===== src/rtl/fetch_queue.sv =====
// Instruction fetch front-end: issues word fetches over req/ack, buffers {pc, word}
// pairs in a small FIFO and hands them to decode; a redirect flushes and restarts fetch.
module fetch_queue #(
  parameter int          DEPTH    = 4,
  parameter logic [31:0] RESET_PC = 32'h0000_0000
) (
  input  logic        clk,
  input  logic        rst,
  output logic        imem_req,
  output logic [31:0] imem_addr,
  input  logic        imem_ack,
  input  logic [31:0] imem_rdata,
  output logic        inst_valid,
  output logic [31:0] inst,
  output logic [31:0] inst_pc,
  input  logic        inst_ready,
  input  logic        redirect,
  input  logic [31:0] redirect_pc,
  output logic [1:0]  o_dbg_state
);

  localparam int AW = (DEPTH > 1) ? $clog2(DEPTH) : 1;
  localparam int CW = AW + 1;
  localparam logic [CW-1:0] DEPTH_C = CW'(DEPTH);

  typedef enum logic [1:0] {
    S_IDLE  = 2'd0,
    S_FETCH = 2'd1,
    S_DROP  = 2'd2
  } state_t;

  state_t        r_state;
  state_t        w_state_nxt;
  logic [CW-1:0] r_count;
  logic [AW-1:0] r_rd_ptr;
  logic [AW-1:0] r_wr_ptr;
  logic [31:0]   r_fetch_pc;
  logic [31:0]   w_fetch_pc_nxt;
  logic [31:0]   r_addr;
  logic [31:0]   w_addr_nxt;
  logic [31:0]   r_mem_inst [DEPTH];
  logic [31:0]   r_mem_pc   [DEPTH];

  logic          w_flush;
  logic          w_push;
  logic          w_pop;
  logic          w_space;
  logic [CW-1:0] w_count_after_pop;
  logic [CW-1:0] w_count_nxt;
  logic [31:0]   w_redirect_pc;
  logic [31:0]   w_pc_plus4;
  logic          w_unused_bits;

  // Handshakes: a fetch is outstanding while imem_req=1 and completes in the cycle
  // imem_ack=1 (imem_addr held stable until then); a decode transfer occurs in any
  // cycle with inst_valid=1 and inst_ready=1, except that a redirect cancels it.
  assign w_redirect_pc = {redirect_pc[31:2], 2'b00};
  assign w_unused_bits = ^redirect_pc[1:0];
  assign w_pc_plus4    = r_fetch_pc + 32'd4;

  assign inst_valid  = (r_count != '0);
  assign inst        = r_mem_inst[r_rd_ptr];
  assign inst_pc     = r_mem_pc[r_rd_ptr];
  assign imem_req    = (r_state == S_FETCH) || (r_state == S_DROP);
  assign imem_addr   = r_addr;
  assign o_dbg_state = r_state;

  assign w_pop  = inst_valid && inst_ready && !redirect;
  assign w_push = (r_state == S_FETCH) && imem_ack && !redirect;

  assign w_count_after_pop = r_count - {{(CW-1){1'b0}}, w_pop};
  assign w_count_nxt       = w_count_after_pop + {{(CW-1){1'b0}}, w_push};
  // Room for one more word after this edge decides whether the next request may issue.
  assign w_space           = (w_count_nxt < DEPTH_C);

  always_comb begin
    w_state_nxt    = r_state;
    w_fetch_pc_nxt = r_fetch_pc;
    w_addr_nxt     = r_addr;
    w_flush        = 1'b0;
    case (r_state)
      S_IDLE: begin
        if (redirect) begin
          w_flush        = 1'b1;
          w_fetch_pc_nxt = w_redirect_pc;
          w_addr_nxt     = w_redirect_pc;
          w_state_nxt    = S_FETCH;
        end else if (w_count_after_pop < DEPTH_C) begin
          w_addr_nxt  = r_fetch_pc;
          w_state_nxt = S_FETCH;
        end
      end
      S_FETCH: begin
        if (redirect) begin
          w_flush        = 1'b1;
          w_fetch_pc_nxt = w_redirect_pc;
          if (imem_ack) begin
            w_addr_nxt = w_redirect_pc;
          end else begin
            // The outstanding request cannot be withdrawn; its response is discarded.
            w_state_nxt = S_DROP;
          end
        end else if (imem_ack) begin
          w_fetch_pc_nxt = w_pc_plus4;
          w_addr_nxt     = w_pc_plus4;
          if (!w_space) begin
            w_state_nxt = S_IDLE;
          end
        end
      end
      S_DROP: begin
        if (redirect) begin
          w_flush        = 1'b1;
          w_fetch_pc_nxt = w_redirect_pc;
          if (imem_ack) begin
            w_addr_nxt  = w_redirect_pc;
            w_state_nxt = S_FETCH;
          end
        end else if (imem_ack) begin
          w_addr_nxt  = r_fetch_pc;
          w_state_nxt = S_FETCH;
        end
      end
      default: begin
        w_state_nxt = S_IDLE;
      end
    endcase
  end

  always_ff @(posedge clk or negedge rst) begin
    if (!rst) begin
      r_state    <= S_IDLE;
      r_fetch_pc <= RESET_PC;
      r_addr     <= RESET_PC;
    end else begin
      r_state    <= w_state_nxt;
      r_fetch_pc <= w_fetch_pc_nxt;
      r_addr     <= w_addr_nxt;
    end
  end

  always_ff @(posedge clk or negedge rst) begin
    if (!rst) begin
      r_count  <= '0;
      r_rd_ptr <= '0;
      r_wr_ptr <= '0;
    end else if (w_flush) begin
      r_count  <= '0;
      r_rd_ptr <= '0;
      r_wr_ptr <= '0;
    end else begin
      r_count <= w_count_nxt;
      if (w_pop) begin
        r_rd_ptr <= r_rd_ptr + 1'b1;
      end
      if (w_push) begin
        r_wr_ptr <= r_wr_ptr + 1'b1;
      end
    end
  end

  always_ff @(posedge clk or negedge rst) begin
    if (!rst) begin
      for (int i = 0; i < DEPTH; i++) begin
        r_mem_inst[i] <= '0;
        r_mem_pc[i]   <= '0;
      end
    end else if (w_push) begin
      r_mem_inst[r_wr_ptr] <= imem_rdata;
      r_mem_pc[r_wr_ptr]   <= r_addr;
    end
  end

endmodule


===== config.mk =====
export PLATFORM = sky130hd
export DESIGN_NAME = fetch_queue
export DESIGN_NICKNAME = d
export VERILOG_FILES = /design/src/rtl/fetch_queue.sv
export SDC_FILE = /design/constraint.sdc
export NUM_CORES = 1
export LEC_CHECK = 0
export BUFFER_PORTS_ARGS = -buffer_cell sky130_fd_sc_hd__buf_2
export CORE_ASPECT_RATIO = 1.75
export CORE_UTILIZATION = 60
export CTS_CLUSTER_DIAMETER = 100
export CTS_CLUSTER_SIZE = 24
export DETAILED_ROUTE_END_ITERATION = 7
export GPL_ROUTABILITY_DRIVEN = 0
export PLACE_DENSITY = 0.92
export SYNTH_ARGS = -nofsm -noshare
export SYNTH_HDL_FRONTEND = slang
export SYNTH_SLANG_ARGS = --single-unit

===== constraint.sdc =====
create_clock -name clk -period 3.6 [get_ports clk]
set_input_delay 0.72 -clock clk [delete_from_list [all_inputs] [get_ports clk]]
set_output_delay 0.72 -clock clk [all_outputs]
set_load 0.01 [all_outputs]

==> results of run 1 <==
-- power breakdown --
part	leakage, uW	internal (uW)	switching, uW	total, uW
combinational	0.00389	3380	3420	6800
clock	0.000217	864	1150	2010
sequential	0.00420	5090	1420	6510
-- state kept, by name (all words and copies together) (netlist names) --
register,cells
r_rd_ptr,2
imem_addr,32
r_fetch_pc,30
r_mem_pc,128
r_wr_ptr,2
o_dbg_state,2
r_count,3
r_mem_inst,128
-- metal layers --
metal | vias to the layer above | part of all wire
li1 | 5081 | -
met1 | 5967 | 0.36
met2 | 558 | 0.52
met3 | 156 | 0.062
met4 | 0 | 0.057
met5 | - | 0
-- kinds of logic (layout without fill, tap and decap cells) --
kind of cell / Yosys count / after routing
AO/OA/AOI/OAI: 236 / 236
XOR/XNOR: 8 / 8
adder cells (fa/ha/maj): 13 / 13
buffers and inverters: 127 / 232
flip-flops: 327 / 327
multiplexers: 370 / 370
other: 0 / 2
AND/OR/NAND/NOR: 223 / 223
-- path summary, 6_finish.rpt --
check,end,startpoint
hold / removal,r_mem_pc[103]$_DFFE_PN0P_,rst
setup / recovery,inst_pc[14],r_rd_ptr[1]$_DFFE_PN0P_
hold reg to reg,r_mem_pc[18]$_DFFE_PN0P_,r_mem_pc[18]$_DFFE_PN0P_
min in group clk,r_mem_inst[10]$_DFFE_PN0P_,imem_rdata[10]
max in group asynchronous,r_mem_inst[5]$_DFFE_PN0P_,rst
setup reg to reg,imem_addr[2]$_DFFE_PN0P_,r_count[1]$_DFF_PN0_
-- Yosys cell counts, drive strengths merged (5+ instances only) --
cell / instances
a2bb2oi: 13
nor3: 17
nor4: 8
o21ai: 68
o22ai: 17
a21oi: 49
clkbuf: 39
ha: 13
nand2: 67
or3: 5
nor2b: 9
and3: 6
and2: 8
nor2: 44
a31oi: 7
mux2: 266
nand4: 15
dfrtp: 327
a311oi: 6
a221oi: 14
buf: 70
a22oi: 5
mux2i: 40
a211oi: 13
a22o: 5
nand3: 19
inv: 18
mux4: 64
and4: 6
nand2b: 8
-- stage by stage --
| step | util | power, uW | cells | cell area, um2 | hold slack [ns] |
|---|---|---|---|---|---|
| after floorplan | - | 10900 | 1304 | 16600 | 0.424 |
| after global placement | 0.651 | 12800 | 1759 | 17700 | 0.456 |
| after detailed placement | 0.651 | 13300 | 1759 | 17700 | 0.481 |
| after CTS | 0.667 | 15300 | 1778 | 18200 | 0.163 |
| after global routing | 0.667 | 16200 | 1779 | 18200 | 0.186 |
| final | 0.667 | 15300 | 1780 | 18200 | 0.156 |
-- layout make-up --
type                            count  share of cell area
Sequential cell                   327               0.451
Multi-Input combinational cell    850               0.431
Timing Repair Buffer              195              0.0645
Tap cell                          369              0.0254
Clock buffer                       18              0.0236
Inverter                           18             0.00372
Clock inverter                      1            0.000620
Antenna cell                        2            0.000276
==> Flow_metrics.wiki, run 1 <==
{| class="wikitable"
! Metric !! Value
|-
| Result of the run || finished, final reports clean
|-
| Global-route met1 utilization || 0.352
|-
| Pin count of the biggest net entering global routing || 78
|-
| Max cap viols || 0
|-
| Clock transition at the register clock pins on the worst setup and hold paths after CTS || 0.11 ns
|-
| RSZ-0062 raised after global routing || false
|-
| Slowest cell on crit path || sky130_fd_sc_hd__dfrtp_2
|-
| Number of antenna violations at the first check in global routing || 1
|-
| Count of nets after finishing || 1491
|-
| Tightest Pin Transition || 0.964 ns
|-
| Worst Setup Slack post-DPL || 0.442 ns
|-
| Cell Chain, Critical Path || buf_12, mux4_2, buf_2
|-
| Initial core utilization || 0.609
|-
| Most common library cell in the layout ignoring fill and taps || sky130_fd_sc_hd__dfrtp_1
|-
| Resized Gates After CTS || 0
|-
| Critical path depth || 3
|-
| Total power per unit cell area || 843 mW/mm2
|-
| Worst path bufs/invs || 2
|-
| Count of yosys warnings during synthesis || 0
|-
| Minimum clock period after layout || 3.08 ns
|-
| Max Transition Viols Final || 0
|-
| Largest vdd supply drop || 0.493 mV
|-
| Met2 track utilization from global routing || 0.528
|-
| Synthesis-to-layout area growth || 9.58%
|-
| Headroom to the max-slew limit || 0.357
|-
| Dominant combinational cell family by area after synthesis || multiplexers
|-
| DIE HEIGHT || 222 um
|-
| Port bufs || 166
|-
| Number of buffers on the longest clock path || 3
|-
| FFs w/ async S/R, synth || 1.00
|-
| Total area of multi-input combinational cells || 0.00783 mm2
|-
| Cts bufs inserted || 17
|-
| Portion of the post-synthesis area used by sequential elements || 0.494
|-
| Core Box Area || 0.0272 mm2
|-
| Clock Skew || 0.0209 ns
|-
| Global-route wire length before repair || 66.0 mm
|-
| Busiest layer in global routing || met2
|-
| Arrival time of data at the critical path endpoint || 2.36 ns
|-
| Post-synthesis share of cell area spent on and, or, nand and nor gates || 0.0715
|-
| Die Outline Area || 0.0283 mm2
|-
| Post-synth design cell area || 0.0166 mm2
|-
| Number of distinct library cells after synthesis || 72
|-
| Sink Count || 327
|-
| Post-synthesis compound-gate area fraction || 0.0931
|-
| Fraction of layout instances using a drive strength above 1 || 0.400
|-
| Highest net fanout along the worst path || 40
|-
| DP Wirelength || 27.9 mm
|-
| Number of post-CTS setup repair buffers || 0
|-
| Commonest non-fill, non-tap cells in the layout || 325 x sky130_fd_sc_hd__dfrtp_1, 266 x sky130_fd_sc_hd__mux2_2, 165 x sky130_fd_sc_hd__buf_2
|-
| Final hold violation count || 0
|-
| Synth top area share || 0.494
|-
| Worst setup slack for register-to-register paths || 0.56 ns
|-
| Top cells by area, synth || sky130_fd_sc_hd__dfrtp_1 49%, sky130_fd_sc_hd__mux2_2 18%, sky130_fd_sc_hd__mux4_2 8.7%
|-
| First drt pass iteration count || 5
|-
| X dimension of the die || 128 um
|-
| Fill cell instance count of the final layout || 1995
|-
| CP Data Required Time || 2.88 ns
|-
| CTS tree || built
|-
| Sum of negative setup slack || 0 ns
|-
| Final worst-path cycle share || 0.855
|-
| Leakage || 0.00830 uW
|-
| Met3 usage in global routing || 0.0319
|-
| XOR/XNOR Fraction of Synth Area || 0.00506
|-
| Endpoint type of the worst setup path || output port
|-
| R2R cell count || 9
|-
| Largest stage delay on the critical path || 0.89 ns
|-
| Post-detailed-routing wire length || 41.3 mm
|-
| Global Route Usage Sum || 0.299
|-
| Ports placed on the boundary || 169
|-
| GR Overflow Total || 0
|-
| Share of synthesized cell area in full adder, half adder and majority cells || 0.00981
|-
| Cell row count || 80
|-
| Ys flop type || sky130_fd_sc_hd__dfrtp_1
|-
| Min-Delay Path Class || input port to async pin
|-
| Post-cts hold buffer count || 0
|-
| Most area-hungry cell type in the Yosys netlist || sky130_fd_sc_hd__dfrtp_1
|-
| Final setup violation count || 0
|-
| Number of enable-type register cells in the synthesized netlist || 0
|-
| CP delay by family, top || flip-flops
|-
| Start-to-end type of the worst setup path || flip-flop to output port
|-
| Maximum level of the CTS H-tree || 1
|-
| Least setup slack across all paths after layout || 0.523 ns
|-
| Element type at the critical path start || flip-flop
|-
| Number of global-route vias before repair || 12.3k
|-
| Vias per inst || 6.61
|-
| Clock Root Buffer || sky130_fd_sc_hd__clkbuf_16
|-
| Mux cell area share after synthesis || 0.292
|-
| Syn_area_per_cell || 12.7 um2
|-
| Post-detailed-route count of antenna-violating nets || 0
|-
| First DRT Iteration DRCs || 726
|-
| Seq. cell area || 0.00819 mm2
|-
| Synthesized Nets || 1386
|-
| Average wire per cell in the routed design || 23.2 um
|-
| Post-detailed-route DRC marker count || 0
|-
| Synthesis-stage register bit count || 327
|-
| Fmax || 0.325 GHz
|-
| Skew-Pair Late Insertion Delay || 0.52 ns
|-
| Synthesized netlist cell count || 1304
|-
| Vias || 11.8k
|}
No activity file was read; power rests on OpenSTA's default activity.
==> run 2: changes to the inputs <==
--- a/config.mk
+++ b/config.mk
@@ -7,12 +7,13 @@
 export LEC_CHECK = 0
 export BUFFER_PORTS_ARGS = -buffer_cell sky130_fd_sc_hd__buf_2
 export CORE_ASPECT_RATIO = 1.75
-export CORE_UTILIZATION = 60
+export CORE_UTILIZATION = 64
 export CTS_CLUSTER_DIAMETER = 100
 export CTS_CLUSTER_SIZE = 24
 export DETAILED_ROUTE_END_ITERATION = 7
 export GPL_ROUTABILITY_DRIVEN = 0
-export PLACE_DENSITY = 0.92
+export PLACE_DENSITY = 0.95
+export SLEW_MARGIN = 20
 export SYNTH_ARGS = -nofsm -noshare
 export SYNTH_HDL_FRONTEND = slang
 export SYNTH_SLANG_ARGS = --single-unit
==> constraint.sdc (replaced) <==
create_clock -name clk -period 3.8 [get_ports clk]
set_input_delay 0.76 -clock clk [delete_from_list [all_inputs] [get_ports clk]]
set_output_delay 0.76 -clock clk [all_outputs]
set_load 0.01 [all_outputs]
==> run 2 against run 1 <==
Against the previous run:
- power fell by 4.3%
- cell count fell by 2.8%
- sequential power fell by 4.9%
- first-iteration DRC count rose by 39%
- hold slack got worse by 0.0033 ns
- worst setup slack got worse by 0.080 ns
- non-clock buffer count rose by 4
- count of clock-buffer cells in the layout rose by 1
- critical path type is now flip-flop to flip-flop
- largest power group unchanged
==> Flow_metrics.wiki, run 2 (same netlist as run 1, synthesis figures left out) <==
{| class="wikitable"
! Metric !! Value
|-
| Number of antenna violations at the first check in global routing || 0 (-1)
|-
| Ports placed on the boundary || 169 (unchanged)
|-
| CTS tree || built
|-
| Total area of multi-input combinational cells || 0.00783 mm2 (unchanged)
|-
| Fmax || 0.298 GHz
|-
| Leakage || 0.00836 uW (+0.69%)
|-
| Count of nets after finishing || 1495 (+0.27%)
|-
| Number of buffers on the longest clock path || 3 (unchanged)
|-
| Max Transition Viols Final || 0 (unchanged)
|-
| Sum of negative setup slack || 0 ns (unchanged)
|-
| Cts bufs inserted || 17 (unchanged)
|-
| Post-detailed-route count of antenna-violating nets || 0 (unchanged)
|-
| Number of global-route vias before repair || 12.3k (-0.073%)
|-
| Worst Setup Slack post-DPL || 0.519 ns (+0.0771 ns)
|-
| Average wire per cell in the routed design || 24.1 um (+3.9%)
|-
| Max cap viols || 0 (unchanged)
|-
| Headroom to the max-slew limit || 0.392 (+0.0347)
|-
| Reg-to-reg critical path endpoint || imem_addr[7]$_DFFE_PN0P_
|-
| GR Overflow Total || 0 (unchanged)
|-
| Sink Count || 327 (unchanged)
|-
| Vias || 11.9k (+0.89%)
|-
| X dimension of the die || 124 um (-3.1%)
|-
| Skew-Pair Late Insertion Delay || 0.52 ns (about the same)
|-
| Diodes inserted || 0 (-2)
|-
| Global-route wire length before repair || 66.4 mm (+0.58%)
|-
| Total power per unit cell area || 805 mW/mm2 (-4.5%)
|-
| Commonest non-fill, non-tap cells in the layout || 325 x sky130_fd_sc_hd__dfrtp_1, 266 x sky130_fd_sc_hd__mux2_2, 165 x sky130_fd_sc_hd__buf_2
|-
| Number of cells in the design after placement || 1710 (-2.8%)
|-
| Element type at the critical path start || flip-flop
|-
| Highest net fanout along the worst path || 21 (-48%)
|-
| CP Data Required Time || 4.17 ns (+1.29 ns)
|-
| Largest vdd supply drop || 0.616 mV (+25%)
|-
| Final worst-path cycle share || 0.883
|-
| Die Outline Area || 0.0266 mm2 (-6.2%)
|-
| Core Box Area || 0.0253 mm2 (-6.9%)
|-
| R2R cell count || 10 (+1)
|-
| Arrival time of data at the critical path endpoint || 3.73 ns (+1.37 ns)
|-
| Endpoint type of the worst setup path || flip-flop
|-
| Clock transition at the register clock pins on the worst setup and hold paths after CTS || 0.10 ns (about the same)
|-
| Minimum clock period after layout || 3.36 ns
|-
| Most common library cell in the layout ignoring fill and taps || sky130_fd_sc_hd__dfrtp_1
|-
| First DRT Iteration DRCs || 1006 (+39%)
|-
| DP Wirelength || 28.4 mm (+1.7%)
|-
| Final hold violation count || 0 (unchanged)
|-
| Start-to-end type of the worst setup path || flip-flop to flip-flop
|-
| Initial core utilization || 0.654 (+0.0454)
|-
| Cell row count || 77 (-3.8%)
|-
| Min-Delay Path Class || input port to async pin
|-
| RSZ-0062 raised after global routing || false
|-
| First drt pass iteration count || 6 (+1)
|-
| Result of the run || finished, final reports clean
|-
| Number of post-CTS setup repair buffers || 0 (unchanged)
|-
| Clock Skew || 0.0166 ns (-0.00433 ns)
|-
| Final setup violation count || 0 (unchanged)
|-
| Tightest Pin Transition || 0.912 ns (-0.0523 ns)
|-
| Global Route Usage Sum || 0.326 (+0.0274)
|-
| Pin count of the biggest net entering global routing || 113 (+45%)
|-
| Synthesis-to-layout area growth || 9.80%
|-
| Post-detailed-route DRC marker count || 0 (unchanged)
|-
| Port bufs || 166 (unchanged)
|-
| Post-detailed-routing wire length || 41.7 mm (+0.95%)
|-
| Fill cell instance count of the final layout || 1708 (-14%)
|-
| Resized Gates After CTS || 0 (unchanged)
|-
| Vias per inst || 6.86 (+3.8%)
|-
| Reg-to-reg critical path startpoint || r_count[1]$_DFF_PN0_
|-
| Filler-free cell count of the finished design || 1730 (-2.8%)
|-
| Maximum level of the CTS H-tree || 1 (unchanged)
|-
| Seq. cell area || 0.00819 mm2 (unchanged)
|-
| Clock Root Buffer || sky130_fd_sc_hd__clkbuf_16
|-
| Least setup slack across all paths after layout || 0.444 ns (-0.0797 ns)
|-
| Post-cts hold buffer count || 0 (unchanged)
|-
| DIE HEIGHT || 215 um (-3.1%)
|-
| Worst setup slack for register-to-register paths || 0.44 ns (-0.12 ns)
|-
| Fraction of layout instances using a drive strength above 1 || 0.402 (+0.00141)
|}
-- run 2: power breakdown --
part | internal (uW) | switching (uW)
Clock | 823 | 1100
Combinational | 3250 | 3300
Sequential | 4820 | 1370
Total | 8890 | 5770
-- run 2: routing by layer --
metal | vias to the layer above | share of wire | GRT usage
met5 | - | 0 | 0
met4 | 0 | 0.064 | 0.198
met3 | 189 | 0.059 | 0.0350
met2 | 576 | 0.52 | 0.551
met1 | 6012 | 0.36 | 0.394
li1 | 5090 | - | -
-- run 2: per-stage QoR --
stage | power, uW | util | hold slack (ns) | cell area [um2]
global placement | 12200 | 0.701 | 0.459 | 17800
detailed placement | 12700 | 0.701 | 0.482 | 17800
floorplan | 10300 | - | 0.445 | 16600
CTS | 14600 | 0.718 | 0.168 | 18200
global route | 15500 | 0.718 | 0.181 | 18200
finish | 14700 | 0.718 | 0.153 | 18200
-- run 2: worst max-delay path by stage --
stage / cells after the start / from / slack [ns] / to
global route: 10 / r_count[1]$_DFF_PN0_ / 0.28 / imem_addr[7]$_DFFE_PN0P_
finish: 10 / r_count[1]$_DFF_PN0_ / 0.44 / imem_addr[7]$_DFFE_PN0P_
detailed placement: 9 / redirect / 0.52 / imem_addr[2]$_DFFE_PN0P_
floorplan: 10 / redirect / 0.80 / imem_addr[31]$_DFFE_PN0P_
global placement: 9 / redirect / 0.55 / imem_addr[2]$_DFFE_PN0P_
CTS: 10 / r_count[1]$_DFF_PN0_ / 0.55 / imem_addr[8]$_DFFE_PN0P_
-- run 2: cell type report --
| cell class | count | area share |
|---|---|---|
| clock buffers | 19 | 0.0238 |
| clock inverters | 1 | 0.000619 |
| inverters | 18 | 0.00371 |
| multi-input cells | 850 | 0.430 |
| flip-flops and latches | 327 | 0.450 |
| well taps | 316 | 0.0217 |
| repair buffers | 199 | 0.0701 |
-- run 2: critical path, cell delays in order, from the launching register on --
cell and delay, ns:
sky130_fd_sc_hd__dfrtp_1 0.39, sky130_fd_sc_hd__or3_1 0.44, sky130_fd_sc_hd__and3b_1 0.28, sky130_fd_sc_hd__ha_1 0.21, sky130_fd_sc_hd__ha_1 0.21, sky130_fd_sc_hd__xor2_1 0.28
sky130_fd_sc_hd__a221o_1 0.81, sky130_fd_sc_hd__buf_4 0.30, sky130_fd_sc_hd__nor3_1 0.06, sky130_fd_sc_hd__a21oi_1 0.12, sky130_fd_sc_hd__o21ai_0 0.10
==> run 3: changes to the inputs <==
--- a/config.mk
+++ b/config.mk
@@ -6,9 +6,8 @@
 export NUM_CORES = 1
 export LEC_CHECK = 0
 export BUFFER_PORTS_ARGS = -buffer_cell sky130_fd_sc_hd__buf_2
-export CORE_ASPECT_RATIO = 1.75
 export CORE_UTILIZATION = 64
-export CTS_CLUSTER_DIAMETER = 100
+export CTS_CLUSTER_DIAMETER = 200
 export CTS_CLUSTER_SIZE = 24
 export DETAILED_ROUTE_END_ITERATION = 7
 export GPL_ROUTABILITY_DRIVEN = 0
==> run 3 against run 2 <==
Against the previous run:
- the flow now finishes with violations (DRC)
- clock skew up 0.0043 ns
- via count down 1.1%
- combinational power down 2%
- worst setup slack better by 0.069 ns
- die area about the same
- flip-flop and latch count unchanged
- hold slack better by 0.15 ns
- power down 1.4%
- sequential power down 1%
- critical path depth unchanged
- wire length down 3.1%
- non-clock buffer count down 6
- highest routed layer unchanged
==> Flow_metrics.wiki, run 3 (same netlist as run 1, synthesis figures left out) <==
{| class="wikitable"
! Metric !! Value
|-
| Result of the run || finished, violations left
|-
| Violated checks || DRC
|-
| Clock transition at the register clock pins on the worst setup and hold paths after CTS || 0.10 ns (about the same)
|-
| Synthesis-to-layout area growth || 9.16%
|-
| Fmax || 0.304 GHz (+2.1%)
|-
| Final design area excluding fillers || 0.0181 mm2 (-0.58%)
|-
| CTS tree || built
|-
| Global Route Usage Sum || 0.306 (-0.0199)
|-
| Worst path bufs/invs || 1 (unchanged)
|-
| CP delay by family, top || compound AO/OA/AOI/OAI gates
|-
| Number of post-CTS setup repair buffers || 0 (unchanged)
|-
| Reg-to-reg critical path startpoint || r_count[1]$_DFF_PN0_
|-
| Cts bufs inserted || 17 (unchanged)
|-
| DIE HEIGHT || 163 um (-24%)
|-
| Largest stage delay on the critical path || 0.73 ns (-0.08 ns)
|-
| Clock Skew || 0.0208 ns (+0.00425 ns)
|-
| Worst setup slack for register-to-register paths || 0.51 ns (+0.07 ns)
|-
| Post-detailed-route DRC marker count || 1 (+1)
|-
| DP Wirelength || 26.1 mm (-8.0%)
|-
| Slowest cell on crit path || sky130_fd_sc_hd__a221o_1
|-
| Vias || 11.7k (-1.1%)
|-
| Final setup violation count || 0 (unchanged)
|-
| Final worst-path cycle share || 0.865 (-0.0182)
|-
| Maximum level of the CTS H-tree || 1 (unchanged)
|-
| Min-Delay Path Class || input port to async pin
|-
| Skew-Pair Late Insertion Delay || 0.52 ns (about the same)
|-
| Max Transition Viols Final || 0 (unchanged)
|-
| Initial core utilization || 0.655 (about the same)
|-
| WHS || 0.307 ns (+0.155 ns)
|-
| Endpoint type of the worst setup path || flip-flop
|-
| Post-cts hold buffer count || 0 (unchanged)
|-
| Average wire per cell in the routed design || 23.2 um (-3.8%)
|-
| Max cap viols || 0 (unchanged)
|-
| Sum of negative setup slack || 0 ns (unchanged)
|-
| First DRT Iteration DRCs || 1183 (+18%)
|-
| Reg-to-reg critical path endpoint || imem_addr[7]$_DFFE_PN0P_
|-
| Highest net fanout along the worst path || 19 (-9.5%)
|-
| Post-detailed-routing wire length || 40.4 mm (-3.1%)
|-
| Count of nets after finishing || 1489 (-0.40%)
|-
| Minimum clock period after layout || 3.29 ns (-0.0690 ns)
|-
| Cell Chain, Critical Path || or3_1, and3b_1, ha_1, ha_1, xor2_1, a221o_1, buf_4, nor3_1, a21oi_1, o21ai_0
|-
| CP Data Required Time || 4.18 ns (about the same)
|-
| Total cell area at the placement stage || 0.0176 mm2 (-0.68%)
|-
| Number of antenna violations at the first check in global routing || 4 (+4)
|-
| Number of global-route vias before repair || 12.0k (-2.2%)
|-
| Worst Setup Slack post-DPL || 0.413 ns (-0.106 ns)
|-
| GR Overflow Total || 0 (unchanged)
|-
| Sink Count || 327 (unchanged)
|-
| Commonest non-fill, non-tap cells in the layout || 325 x sky130_fd_sc_hd__dfrtp_1, 266 x sky130_fd_sc_hd__mux2_2, 165 x sky130_fd_sc_hd__buf_2
|-
| Arrival time of data at the critical path endpoint || 3.67 ns (-0.06 ns)
|-
| Post-detailed-route count of antenna-violating nets || 0 (unchanged)
|-
| Start-to-end type of the worst setup path || flip-flop to flip-flop
|-
| First drt pass iteration count || 8 (+2)
|-
| Die Outline Area || 0.0266 mm2 (about the same)
|-
| Final hold violation count || 0 (unchanged)
|-
| Number of buffers on the longest clock path || 3 (unchanged)
|-
| Cell row count || 58 (-25%)
|-
| Worst path most repeated cell || sky130_fd_sc_hd__ha_1
|-
| Resized Gates After CTS || 0 (unchanged)
|-
| Tightest Pin Transition || 1.08 ns (+0.169 ns)
|-
| Least setup slack across all paths after layout || 0.513 ns (+0.0690 ns)
|-
| Total power per unit cell area || 799 mW/mm2 (-0.78%)
|-
| Vias per inst || 6.74 (-1.8%)
|-
| Most common library cell in the layout ignoring fill and taps || sky130_fd_sc_hd__dfrtp_1
|-
| Pin count of the biggest net entering global routing || 111 (-1.8%)
|-
| RSZ-0062 raised after global routing || false
|-
| R2R cell count || 10 (unchanged)
|-
| Element type at the critical path start || flip-flop
|-
| Clock Root Buffer || sky130_fd_sc_hd__clkbuf_16
|-
| Leakage || 0.00832 uW (-0.44%)
|-
| Global-route wire length before repair || 63.7 mm (-4.0%)
|-
| Core Box Area || 0.0253 mm2 (about the same)
|-
| Largest vdd supply drop || 0.571 mV (-7.2%)
|-
| Fill cell instance count of the final layout || 1694 (-0.82%)
|-
| X dimension of the die || 163 um (+32%)
|-
| Fraction of layout instances using a drive strength above 1 || 0.400 (-0.00184)
|-
| Headroom to the max-slew limit || 0.278 (-0.114)
|-
| Ports placed on the boundary || 169 (unchanged)
|-
| Port bufs || 166 (unchanged)
|}
==> run 3: cell types whose count changed in the layout (fill, tap and decap cells not counted) <==
cell,previous run,this run
sky130_fd_sc_hd__a221oi_2,1,0
sky130_fd_sc_hd__a221oi_4,0,1
sky130_fd_sc_hd__buf_12,15,5
sky130_fd_sc_hd__buf_4,18,22
sky130_fd_sc_hd__clkbuf_1,2,1
sky130_fd_sc_hd__diode_2,0,4
sky130_fd_sc_hd__inv_6,0,1
sky130_fd_sc_hd__nand2_2,5,1
sky130_fd_sc_hd__nand2_4,0,4
sky130_fd_sc_hd__or2_0,1,0
sky130_fd_sc_hd__or2_1,1,2
==> run 3: final cells by class <==
| class | instances | area, um2 | share of cell area |
|---|---|---|---|
| inverter | 18 | 67.6 | 0.00373 |
| clock inverter | 2 | 20.0 | 0.00111 |
| clock buffer | 18 | 429 | 0.0237 |
| antenna | 4 | 10.0 | 0.000553 |
| multi-input combinational | 850 | 7860 | 0.435 |
| tap | 330 | 413 | 0.0228 |
| timing repair buffer | 193 | 1110 | 0.0611 |
| sequential | 327 | 8190 | 0.452 |
==> run 3: where the power goes <==
part | internal [uW] | total [uW] | switching [uW]
Clock | 823 | 1930 | 1110
Combinational | 3190 | 6420 | 3230
Sequential | 4820 | 6110 | 1290
==> run 3: stage by stage <==
| stage | cells | power (uW) | utilization |
|---|---|---|---|
| floorplan | 1304 | 10300 | - |
| global placement | 1718 | 12000 | 0.696 |
| detailed placement | 1718 | 12500 | 0.696 |
| CTS | 1738 | 14400 | 0.714 |
| global route | 1742 | 15300 | 0.715 |
| finish | 1742 | 14500 | 0.715 |
==> run 3: how the worst max path moves through the flow <==
stage,slack (ns),endpoint,depth (start not counted),from
detailed placement,0.41,imem_addr[7]$_DFFE_PN0P_,10,redirect
global placement,0.45,imem_addr[7]$_DFFE_PN0P_,10,redirect
global route,0.27,imem_addr[7]$_DFFE_PN0P_,10,r_count[1]$_DFF_PN0_
CTS,0.53,imem_addr[7]$_DFFE_PN0P_,10,r_count[1]$_DFF_PN0_
finish,0.51,imem_addr[7]$_DFFE_PN0P_,10,r_count[1]$_DFF_PN0_
floorplan,0.80,imem_addr[31]$_DFFE_PN0P_,10,redirect
==> run 3: worst register-to-register path: stages (launching register included) <==
cell	delay [ns]
sky130_fd_sc_hd__dfrtp_1	0.38
sky130_fd_sc_hd__or3_1	0.38
sky130_fd_sc_hd__and3b_1	0.23
sky130_fd_sc_hd__ha_1	0.20
sky130_fd_sc_hd__ha_1	0.20
sky130_fd_sc_hd__xor2_1	0.35
sky130_fd_sc_hd__a221o_1	0.73
sky130_fd_sc_hd__buf_4	0.39
sky130_fd_sc_hd__nor3_1	0.08
sky130_fd_sc_hd__a21oi_1	0.11
sky130_fd_sc_hd__o21ai_0	0.09
==> run 3: layer usage <==
metal  track usage  wire length, um
met5             0                0
met4         0.122             1610
met3        0.0469             2960
met2         0.515            19900
met1         0.401            15900
